[src/rtl/hexn_core.sv]
// hexn_core: parametrised nibble-ISA hex processor with external req/ack memory bus
//   clk, reset            : rising-edge clock, asynchronous active-high reset
//   mem_req/we/addr/wdata : transfer request, held stable until mem_ack
//   mem_rdata, mem_ack    : read data and completion, sampled together
//   halted, dbg_a         : SVC halt flag and live view of register A
module hexn_core #(
    parameter int DW = 8,
    parameter int AW = 8
) (
    input  logic          clk,
    input  logic          reset,
    output logic          mem_req,
    output logic          mem_we,
    output logic [AW-1:0] mem_addr,
    output logic [DW-1:0] mem_wdata,
    input  logic [DW-1:0] mem_rdata,
    input  logic          mem_ack,
    output logic          halted,
    output logic [DW-1:0] dbg_a
);
    typedef enum logic [1:0] {FETCH, EXEC, MEM, HALT} state_t;
    state_t state, state_n;
    logic [DW-1:0] a, b, o, a_n, b_n, o_n, pco, aso, bso;
    logic [AW-1:0] pc, pc_n, ma, ma_n;
    logic [3:0] i, i_n;
    logic st;
    assign pco = DW'(pc) + o;
    assign aso = a + o;
    assign bso = b + o;
    assign st = i == 4'h2 || i == 4'h8;
    // reset gates the request combinationally so a pending transfer drops at once
    assign mem_req = !reset && (state == FETCH || state == MEM);
    assign mem_we = state == MEM && st;
    assign mem_addr = state == MEM ? ma : pc;
    assign mem_wdata = a;
    assign halted = state == HALT;
    assign dbg_a = a;
    always_ff @(posedge clk or posedge reset) begin
        if (reset) begin
            state <= FETCH;
            a <= '0;
            b <= '0;
            o <= '0;
            pc <= '0;
            i <= '0;
            ma <= '0;
        end else begin
            state <= state_n;
            a <= a_n;
            b <= b_n;
            o <= o_n;
            pc <= pc_n;
            i <= i_n;
            ma <= ma_n;
        end
    end
    always_comb begin
        state_n = state;
        a_n = a;
        b_n = b;
        o_n = o;
        pc_n = pc;
        i_n = i;
        ma_n = ma;
        case (state)
            FETCH: if (mem_ack) begin
                i_n = mem_rdata[7:4];
                o_n = o | DW'(mem_rdata[3:0]);
                pc_n = pc + AW'(1);
                state_n = EXEC;
            end
            EXEC: begin
                o_n = '0;
                state_n = FETCH;
                case (i)
                    4'h0, 4'h1, 4'h2: begin ma_n = AW'(o); state_n = MEM; end
                    4'h3: a_n = o;
                    4'h4: b_n = o;
                    4'h5: a_n = pco;
                    4'h6: begin ma_n = AW'(aso); state_n = MEM; end
                    4'h7, 4'h8: begin ma_n = AW'(bso); state_n = MEM; end
                    4'h9: pc_n = AW'(pco);
                    4'hA: pc_n = a == '0 ? AW'(pco) : pc;
                    4'hB: pc_n = a[DW-1] ? AW'(pco) : pc;
                    4'hC: begin
                        pc_n = o == DW'(0) ? AW'(b) : pc;
                        a_n = o == DW'(1) ? a + b : o == DW'(2) ? a - b : a;
                        state_n = o == DW'(3) ? HALT : FETCH;
                    end
                    4'hD: o_n = o << 4;
                    4'hE: o_n = (~o) << 4;
                    default: ;
                endcase
            end
            MEM: if (mem_ack) begin
                a_n = (i == 4'h0 || i == 4'h6) ? mem_rdata : a;
                b_n = (i == 4'h1 || i == 4'h7) ? mem_rdata : b;
                state_n = FETCH;
            end
            HALT: ;
        endcase
    end
endmodule

[config.mk]
export PLATFORM = sky130hd
export DESIGN_NAME = hexn_core
export DESIGN_NICKNAME = d
export VERILOG_FILES = /design/src/rtl/hexn_core.sv
export SDC_FILE = /design/constraint.sdc
export NUM_CORES = 1
export LEC_CHECK = 0
export ABC_AREA = 1
export BUFFER_PORTS_ARGS = -buffer_cell sky130_fd_sc_hd__buf_2
export CAP_MARGIN = 5
export CORE_UTILIZATION = 60
export DETAILED_ROUTE_END_ITERATION = 8
export PLACE_DENSITY = 0.85
export SYNTH_ARGS = -nofsm -noshare
export SYNTH_HDL_FRONTEND = slang
export SYNTH_SLANG_ARGS = --single-unit
[constraint.sdc]
create_clock -name clk -period 3.6 [get_ports clk]
set_input_delay 0 -clock clk [delete_from_list [all_inputs] [get_ports clk]]
set_output_delay 0 -clock clk [all_outputs]
set_load 0.02 [all_outputs]
==> flow_metrics.env, run 1 <==
export IMPL_outcome="complete, no violations"
export IMPL_track_usage_pct=36.60
export IMPL_cp_common_cell="nand2_1"
export IMPL_finalCritPeriodShare_pct=84.31
export IMPL_ctsResizeCount=0
export IMPL_die_h_um=85.60
export IMPL_num_rows=30
export IMPL_num_antenna_cells=0
export IMPL_dr_pass1_iters=5
export IMPL_fin_util_pct=67.35
export IMPL_reg2reg_slack_ps=560
export IMPL_drt_iter0_drc=414
export IMPL_root_buffer="clkbuf_8"
export IMPL_grt_pass1_vias=4042
export IMPL_skew_ps=9.333
export IMPL_hold_buffers=10
export IMPL_required_ps=3850
export IMPL_grt_pass1_wl_mm=20.52
export IMPL_dpl_hpwl_mm=9.956
export IMPL_start_kind="flip-flop"
export IMPL_nets=701
export IMPL_synth_compound_area_share_pct=18.59
export IMPL_via_per_inst=5.825
export IMPL_reg2reg_from="o[4]"
export IMPL_syn_nets=666
export IMPL_drive_gt1_share_pct=12.41
export IMPL_placed_cells=723
export IMPL_yosys_warnings=0
export IMPL_setup_violations_final=0
export IMPL_drc=0
export IMPL_clk_pin_slew_ps=100
export IMPL_rsz0062_at_grt="false"
export IMPL_hold_viol=0
export IMPL_crit_chain="inv_1, nand2_1, nor2_1, nand2_1, inv_1, nor2_1, a21oi_1, xor2_1, ha_1, nand2_1, inv_1, nand2_1, nand2_1, a21oi_1, inv_1, nand2_1, nand3_1, nand2_1, nand2_1, a21oi_1"
export IMPL_synth_xor_area_share_pct=2.507
export IMPL_synthAdderAreaFrac_pct=9.490
export IMPL_post_cts_setup_buffer_count=0
export IMPL_crit_buf_inv=4
export IMPL_async_flop_share_pct=100.0
export IMPL_final_cell_count_no_fill=741
export IMPL_crit_arrival_ps=3280
export IMPL_cts_max_path_buffers=2
export IMPL_reg2reg_depth=20
export IMPL_cts_htree_levels=2
export IMPL_worst_pin_slew_ps=1014
export IMPL_hold_path_class="input port to asynchronous set/reset pin"
export IMPL_synth_avg_cell_area_um2=6.708
export IMPL_crit_fanout=7
export IMPL_start_util_pct=62.06
export IMPL_clock_fmax_mhz=329.5
export IMPL_num_vias=4316
export IMPL_cap_violations=0
export IMPL_overflow=0
export IMPL_slowest_stage="dfrtp_1"
export IMPL_die_area_um2=7327
export IMPL_grt_max_degree=47
export IMPL_yosys_area_share_simple_pct=30.02
export IMPL_synth_edff_count=0
export IMPL_crit_path_max_incr_delay_ps=410
export IMPL_routed_wl_mm=12.96
export IMPL_ys_seq_area_share_pct=27.45
export IMPL_syn_area_um2=4193
export IMPL_path_class="flip-flop to flip-flop"
export IMPL_ant_nets=0
export IMPL_period_needed_ps=3035
export IMPL_wl_per_cell_um=17.49
export IMPL_ys_seq_elements=46
export IMPL_coreArea_um2=6756
export IMPL_synthCells=625
export IMPL_die_width_um=85.60
export IMPL_regToRegEndpoint="dbg_a[7]"
export IMPL_cts_made_buffers=5
export IMPL_synthMuxAreaShare_pct=0
export IMPL_slew_violations=0
export IMPL_ys_flop_type="dfrtp_1"
export IMPL_clkLatencyLatePin_ps=320
export IMPL_syn_to_final_growth_pct=8.535
export IMPL_port_buffers=37
export IMPL_pin_count=38
export IMPL_fin_setup_tns_ps=0
export IMPL_antenna_found_initial=0
export IMPL_slew_headroom_pct=32.27
export IMPL_path_delay_family="simple AND/OR/NAND/NOR gates"
export IMPL_cts_tree="built"
export IMPL_gp_congestion=0.9847
export IMPL_cp_end_kind="flip-flop"
export IMPL_cts_sinks=46
export IMPL_synth_top_family_by_area="simple AND/OR/NAND/NOR gates"
export IMPL_post_synth_num_cell_types=44
[worst register-to-register path: stages, from the launching register on]
cell	delay, ps
dfrtp_1	410
inv_1	190
nand2_1	90
nor2_1	270
nand2_1	240
inv_1	160
nor2_1	80
a21oi_1	160
xor2_1	190
ha_1	300
nand2_1	110
inv_1	40
nand2_1	60
nand2_1	40
a21oi_1	170
inv_1	70
nand2_1	70
nand3_1	60
nand2_1	70
nand2_1	40
a21oi_1	140
[area by class of cell]
type                       count  area [um^2]
tap                           80        100.1
clock inverter                 2        12.51
fill                         623         2206
inverter                      92        347.8
multi-input combinational    464         2541
timing repair buffer          51        315.3
clock buffer                   6        82.58
sequential                    46         1151
[stage by stage]
stage,worst slack [ps],hold WS (ps),area (um^2)
after floorplan,1026,79.79,4193
after global placement,765.0,277.4,4355
after detailed placement,696.6,278.3,4355
after CTS,667.3,505.6,4551
after global routing,324.0,535.4,4551
final,565.0,497.1,4551
[cells by family after synthesis]
family	Yosys count
simple gates	283
compound gates	139
buf+inv	115
flops	46
fa+ha+maj	30
xor+xnor	12
[state kept, by name (all words and copies together) (netlist names)]
signal,cells
state,2
dbg_a,8
o,8
b,8
pc,8
i,4
ma,8
[metal layers]
metal	global-route usage (%)	share of wire, %
met4	13.48	3.2
met3	5.967	8.3
met5	0	0
met1	50.97	43
met2	57.45	45
[cell usage after synthesis (4+ instances only)]
cell type	instances	area share (%)
nand2_1	157	14
inv_1	83	7.4
o21ai_0	59	7.0
a21oi_1	51	6.1
dfrtp_1	46	27
nor2_1	46	4.1
nand3_1	44	5.3
ha_1	27	8.1
nand4_1	11	1.6
xor2_1	11	2.3
a31oi_1	10	1.5
buf_4	9	1.6
inv_2	8	0.72
clkbuf_1	6	0.54
nand2_2	6	0.90
nor2_4	5	1.3
buf_6	4	1.1
o221ai_1	4	0.84
[placed cells by master, fill, tap and decap left out, types with 3 or more instances in the layout]
cell type,instances
ha_1,27
or2_2,3
fa_1,3
a31oi_1,10
nand2_1,157
nand3_1,44
nand2_2,6
nor2_1,46
inv_2,9
o221ai_1,4
xor2_1,11
buf_4,4
dfrtp_1,46
inv_1,82
nor2_4,5
nand4_1,11
buf_2,37
o21ai_0,59
clkbuf_8,6
a21oi_1,51
dlygate4sd3_1,10
[how the worst max path moves through the flow]
stage / from / end / slack (ps) / cells after the start
2_1_floorplan: i[3] / ma[6] / 1030 / 17
3_3_place_gp: o[3] / dbg_a[5] / 760 / 17
3_5_place_dp: o[3] / dbg_a[5] / 700 / 16
4_1_cts: o[4] / dbg_a[7] / 670 / 20
5_1_grt: o[4] / dbg_a[7] / 320 / 20
6_report: o[4] / dbg_a[7] / 560 / 20
Power of run 1 is left out: the tool's default activity adds up to more than one toggle a clock period on the data nets, which glitch-free logic cannot reach.
==> inputs of run 2 (changes only) <==
Clock period 3.6 ns to 2.8 ns, I/O delays scaled along.
==> flow_metrics.env, run 2 (synthesis results as in run 1) <==
export IMPL_coreArea_um2=6756
export IMPL_mostFrequentLayoutCells="nand2_1 (157), inv_1 (79), o21ai_0 (59)"
export IMPL_outcome="complete, no violations"
export IMPL_via_per_inst=6.077
export IMPL_dr_pass1_iters=6
export IMPL_pin_count=38
export IMPL_drt_iter0_drc=443
export IMPL_root_buffer="clkbuf_8"
export IMPL_crit_arrival_ps=2960
export IMPL_clkLatencyLatePin_ps=320
export IMPL_placed_cells=733
export IMPL_cp_common_cell="nand2_1"
export IMPL_cts_made_buffers=5
export IMPL_cts_htree_levels=2
export IMPL_dpl_hpwl_mm=9.838
export IMPL_fin_setup_tns_ps=0
export IMPL_setup_violations_final=0
export IMPL_clock_fmax_mhz=367.8
export IMPL_finalCritPeriodShare_pct=97.10
export IMPL_cp_end_kind="flip-flop"
export IMPL_drc=0
export IMPL_syn_to_final_growth_pct=12.80
export IMPL_crit_path_max_incr_delay_ps=420
export IMPL_grt_pass1_vias=4271
export IMPL_overflow=0
export IMPL_wl_per_cell_um=17.31
export IMPL_clk_pin_slew_ps=100
export IMPL_skew_ps=12.49
export IMPL_whs_ps=490.4
export IMPL_routed_wl_mm=13.11
export IMPL_cts_tree="built"
export IMPL_num_rows=30
export IMPL_port_buffers=37
export IMPL_grt_max_degree=47
export IMPL_crit_chain="inv_1, nand2_1, nor2_4, nand2_1, inv_1, a31oi_1, xor2_1, inv_1, ha_1, nand2_1, or2_2, nand4_1, nand3_1, nand3_1, nand2_1, a21oi_1"
export IMPL_ant_nets=0
export IMPL_path_class="flip-flop to flip-flop"
export IMPL_worst_pin_slew_ps=989.6
export IMPL_die_h_um=85.60
export IMPL_slowest_stage="dfrtp_1"
export IMPL_cts_sinks=46
export IMPL_slew_headroom_pct=33.93
export IMPL_die_area_um2=7327
export IMPL_track_usage_pct=36.45
export IMPL_layout_commonest_cell="nand2_1"
export IMPL_hold_viol=0
export IMPL_drive_gt1_share_pct=16.10
export IMPL_gp_congestion=1.062
export IMPL_cts_max_path_buffers=2
export IMPL_nets=717
export IMPL_num_antenna_cells=0
export IMPL_num_vias=4600
export IMPL_start_util_pct=62.06
export IMPL_grt_pass1_wl_mm=20.74
export IMPL_cap_violations=0
export IMPL_die_width_um=85.60
export IMPL_slew_violations=0
export IMPL_period_needed_ps=2719
export IMPL_required_ps=3050
export IMPL_hold_path_class="input port to asynchronous set/reset pin"
export IMPL_final_cell_count_no_fill=757
export IMPL_start_kind="flip-flop"
export IMPL_crit_fanout=5
export IMPL_antenna_found_initial=0
-- run 2: cell type report --
cell class | count | area, um^2
Multi-Input combinational cell | 464 | 2580
Fill cell | 597 | 2027
Sequential cell | 46 | 1154
Timing Repair Buffer | 67 | 435.4
Inverter | 92 | 347.8
Tap cell | 80 | 100.1
Clock buffer | 5 | 68.82
Clock inverter | 3 | 43.79
-- run 2: worst max-delay path: cells and delay by family, from the launching register on --
kind	cells	cell delay, ps
AOI/OAI and AO/OA	2	200
and+or+nand+nor	9	1160
buffers and inverters	3	320
DFF	1	420
adders and majority gates	1	380
xor gates and xnor gates	1	170
-- run 2: worst paths after layout --
check	startpoint	end	slack [ps]	depth (start not counted)
min reg2reg	ma[4]	ma[4]	500	1
min in group clk	mem_rdata[2]	o[2]	490	4
max reg2reg	o[6]	dbg_a[5]	80	16
min	reset	ma[6]	490	3
max in group asynchronous	reset	i[1]	1630	3
max	o[6]	dbg_a[5]	80	16
-- run 2: what timing repair did --
action / CTS / global route
hold endpoints to repair: 55 / 0
setup buffers: 0 / 6
gates resized for setup: 0 / 13
hold buffers: 10 / 0
endpoints found under the setup margin: 0 / 6
-- run 2: metrics by stage --
step | utilization (%) | cell area [um^2] | setup WS, ps
2_1_floorplan | - | 4193 | 225.8
3_3_place_gp | 65.57 | 4431 | 134.5
3_5_place_dp | 65.57 | 4431 | 73.64
4_1_cts | 68.72 | 4643 | 28.07
5_1_grt | 70.00 | 4730 | -18.63
6_report | 70.00 | 4730 | 81.10
-- run 2: metal layers --
metal / GRT usage, % / up-vias / part of all wire (%)
met1: 48.88 / 2131 / 41
met5: 0 / - / 0
met3: 3.850 / 62 / 8.7
met2: 60.36 / 263 / 46
li1: - / 2144 / -
met4: 14.85 / 0 / 4.2
Power of run 2 is left out for the same reason.
==> inputs of run 3 (changes only) <==
Settings changed: CORE_UTILIZATION 60 to 42, PLACE_DENSITY 0.85 to 0.65.
==> flow_metrics.env, run 3 (synthesis results as in run 1) <==
export IMPL_outcome="complete, no violations"
export IMPL_cts_htree_levels=2
export IMPL_rsz0062_at_grt="true"
export IMPL_die_area_um2=10390
export IMPL_port_buffers=37
export IMPL_grt_max_degree=47
export IMPL_root_buffer="clkbuf_8"
export IMPL_slew_headroom_pct=32.04
export IMPL_setup_violations_final=0
export IMPL_path_class="flip-flop to flip-flop"
export IMPL_gp_congestion=0.9767
export IMPL_skew_ps=11.15
export IMPL_antenna_found_initial=0
export IMPL_via_per_inst=5.414
export IMPL_hold_viol=0
export IMPL_coreArea_um2=9729
export IMPL_dpl_hpwl_mm=10.15
export IMPL_wl_per_cell_um=16.12
export IMPL_drc=0
export IMPL_die_h_um=101.9
export IMPL_whs_ps=485.8
export IMPL_crit_chain="inv_1, nand2_1, nor2_1, nand2_2, inv_1, nor2_1, a21oi_1, xor2_1, ha_1, nand2_1, inv_1, nand4_1, nand3_1, nand2_1, nand3_1, nand3_1, nand2_1, a21oi_1"
export IMPL_cts_sinks=46
export IMPL_pin_count=38
export IMPL_overflow=0
export IMPL_crit_fanout=7
export IMPL_num_antenna_cells=0
export IMPL_start_kind="flip-flop"
export IMPL_drt_iter0_drc=373
export IMPL_num_rows=36
export IMPL_cts_max_path_buffers=2
export IMPL_drive_gt1_share_pct=15.30
export IMPL_nets=713
export IMPL_syn_to_final_growth_pct=13.34
export IMPL_layout_commonest_cell="nand2_1"
export IMPL_grt_pass1_wl_mm=20.67
export IMPL_dr_pass1_iters=7
export IMPL_path_delay_family="simple AND/OR/NAND/NOR gates"
export IMPL_num_vias=4364
export IMPL_cap_violations=0
export IMPL_cts_tree="built"
export IMPL_slew_violations=0
export IMPL_required_ps=3030
export IMPL_cp_common_cell="nand2_1"
export IMPL_cp_end_kind="flip-flop"
export IMPL_slowest_stage="dfrtp_1"
export IMPL_routed_wl_mm=13.00
export IMPL_cts_made_buffers=5
export IMPL_grt_pass1_vias=4000
export IMPL_track_usage_pct=26.35
export IMPL_clk_pin_slew_ps=100
export IMPL_finalCritPeriodShare_pct=93.12
export IMPL_die_width_um=101.9
export IMPL_worst_pin_slew_ps=1018
export IMPL_crit_arrival_ps=2840
export IMPL_period_needed_ps=2607
export IMPL_crit_buf_inv=3
export IMPL_hold_path_class="input port to flip-flop"
export IMPL_clkLatencyLatePin_ps=310
export IMPL_crit_path_max_incr_delay_ps=390
export IMPL_clock_fmax_mhz=383.5
export IMPL_mostFrequentLayoutCells="nand2_1 (156), inv_1 (82), o21ai_0 (59)"
export IMPL_start_util_pct=43.09
export IMPL_ant_nets=0
## run 3: metal layers
layer / track usage [%] / part of all wire (%)
met5: 0 / 0
met4: 10.33 / 3.0
met3: 4.104 / 5.9
met2: 43.40 / 47
met1: 34.75 / 44
## run 3: worst register-to-register path, delay by kind of cell, from the launching register on
family	cells	cell delay, ps
simple gates	11	1020
flops	1	390
compound gates	2	330
fa+ha+maj	1	300
buf+inv	3	290
xor+xnor	1	180
## run 3: metrics by stage
stage,cell area (um^2),setup TNS [ps],setup WS [ps],std cells,util [%]
detailed placement,4504,0,66.91,787,46.30
finish,4752,0,192.8,806,48.84
floorplan,4193,0,225.8,625,-
global route,4752,-36.62,-34.21,806,48.84
CTS,4700,0,34.00,805,48.30
global placement,4504,0,135.6,787,46.30
## run 3: area by class of cell
cell class                      instances  area [um^2]
Multi-Input combinational cell        464         2584
Clock buffer                            6        82.58
Tap cell                              133        166.4
Inverter                               92        347.8
Sequential cell                        46         1154
Clock inverter                          2        12.51
Fill cell                            1045         4977
Timing Repair Buffer                   63        405.4
## run 3: path summary, 6_finish.rpt
check | cells after the start | slack [ps] | end | startpoint
max in group asynchronous | 3 | 1600 | i[1] | reset
setup reg to reg | 18 | 190 | dbg_a[6] | o[2]
min in group asynchronous | 3 | 500 | pc[6] | reset
hold / removal | 4 | 490 | o[1] | mem_rdata[1]
setup / recovery | 18 | 190 | dbg_a[6] | o[2]
hold reg to reg | 2 | 500 | ma[6] | ma[6]
## run 3: repair_timing
action | CTS | global route
setup endpoints to repair | 0 | 9
endpoints found under the hold margin | 55 | 0
resized for setup | 0 | 10
setup buffers | 0 | 1
hold buffers | 10 | 0
Power of run 3 is left out for the same reason.
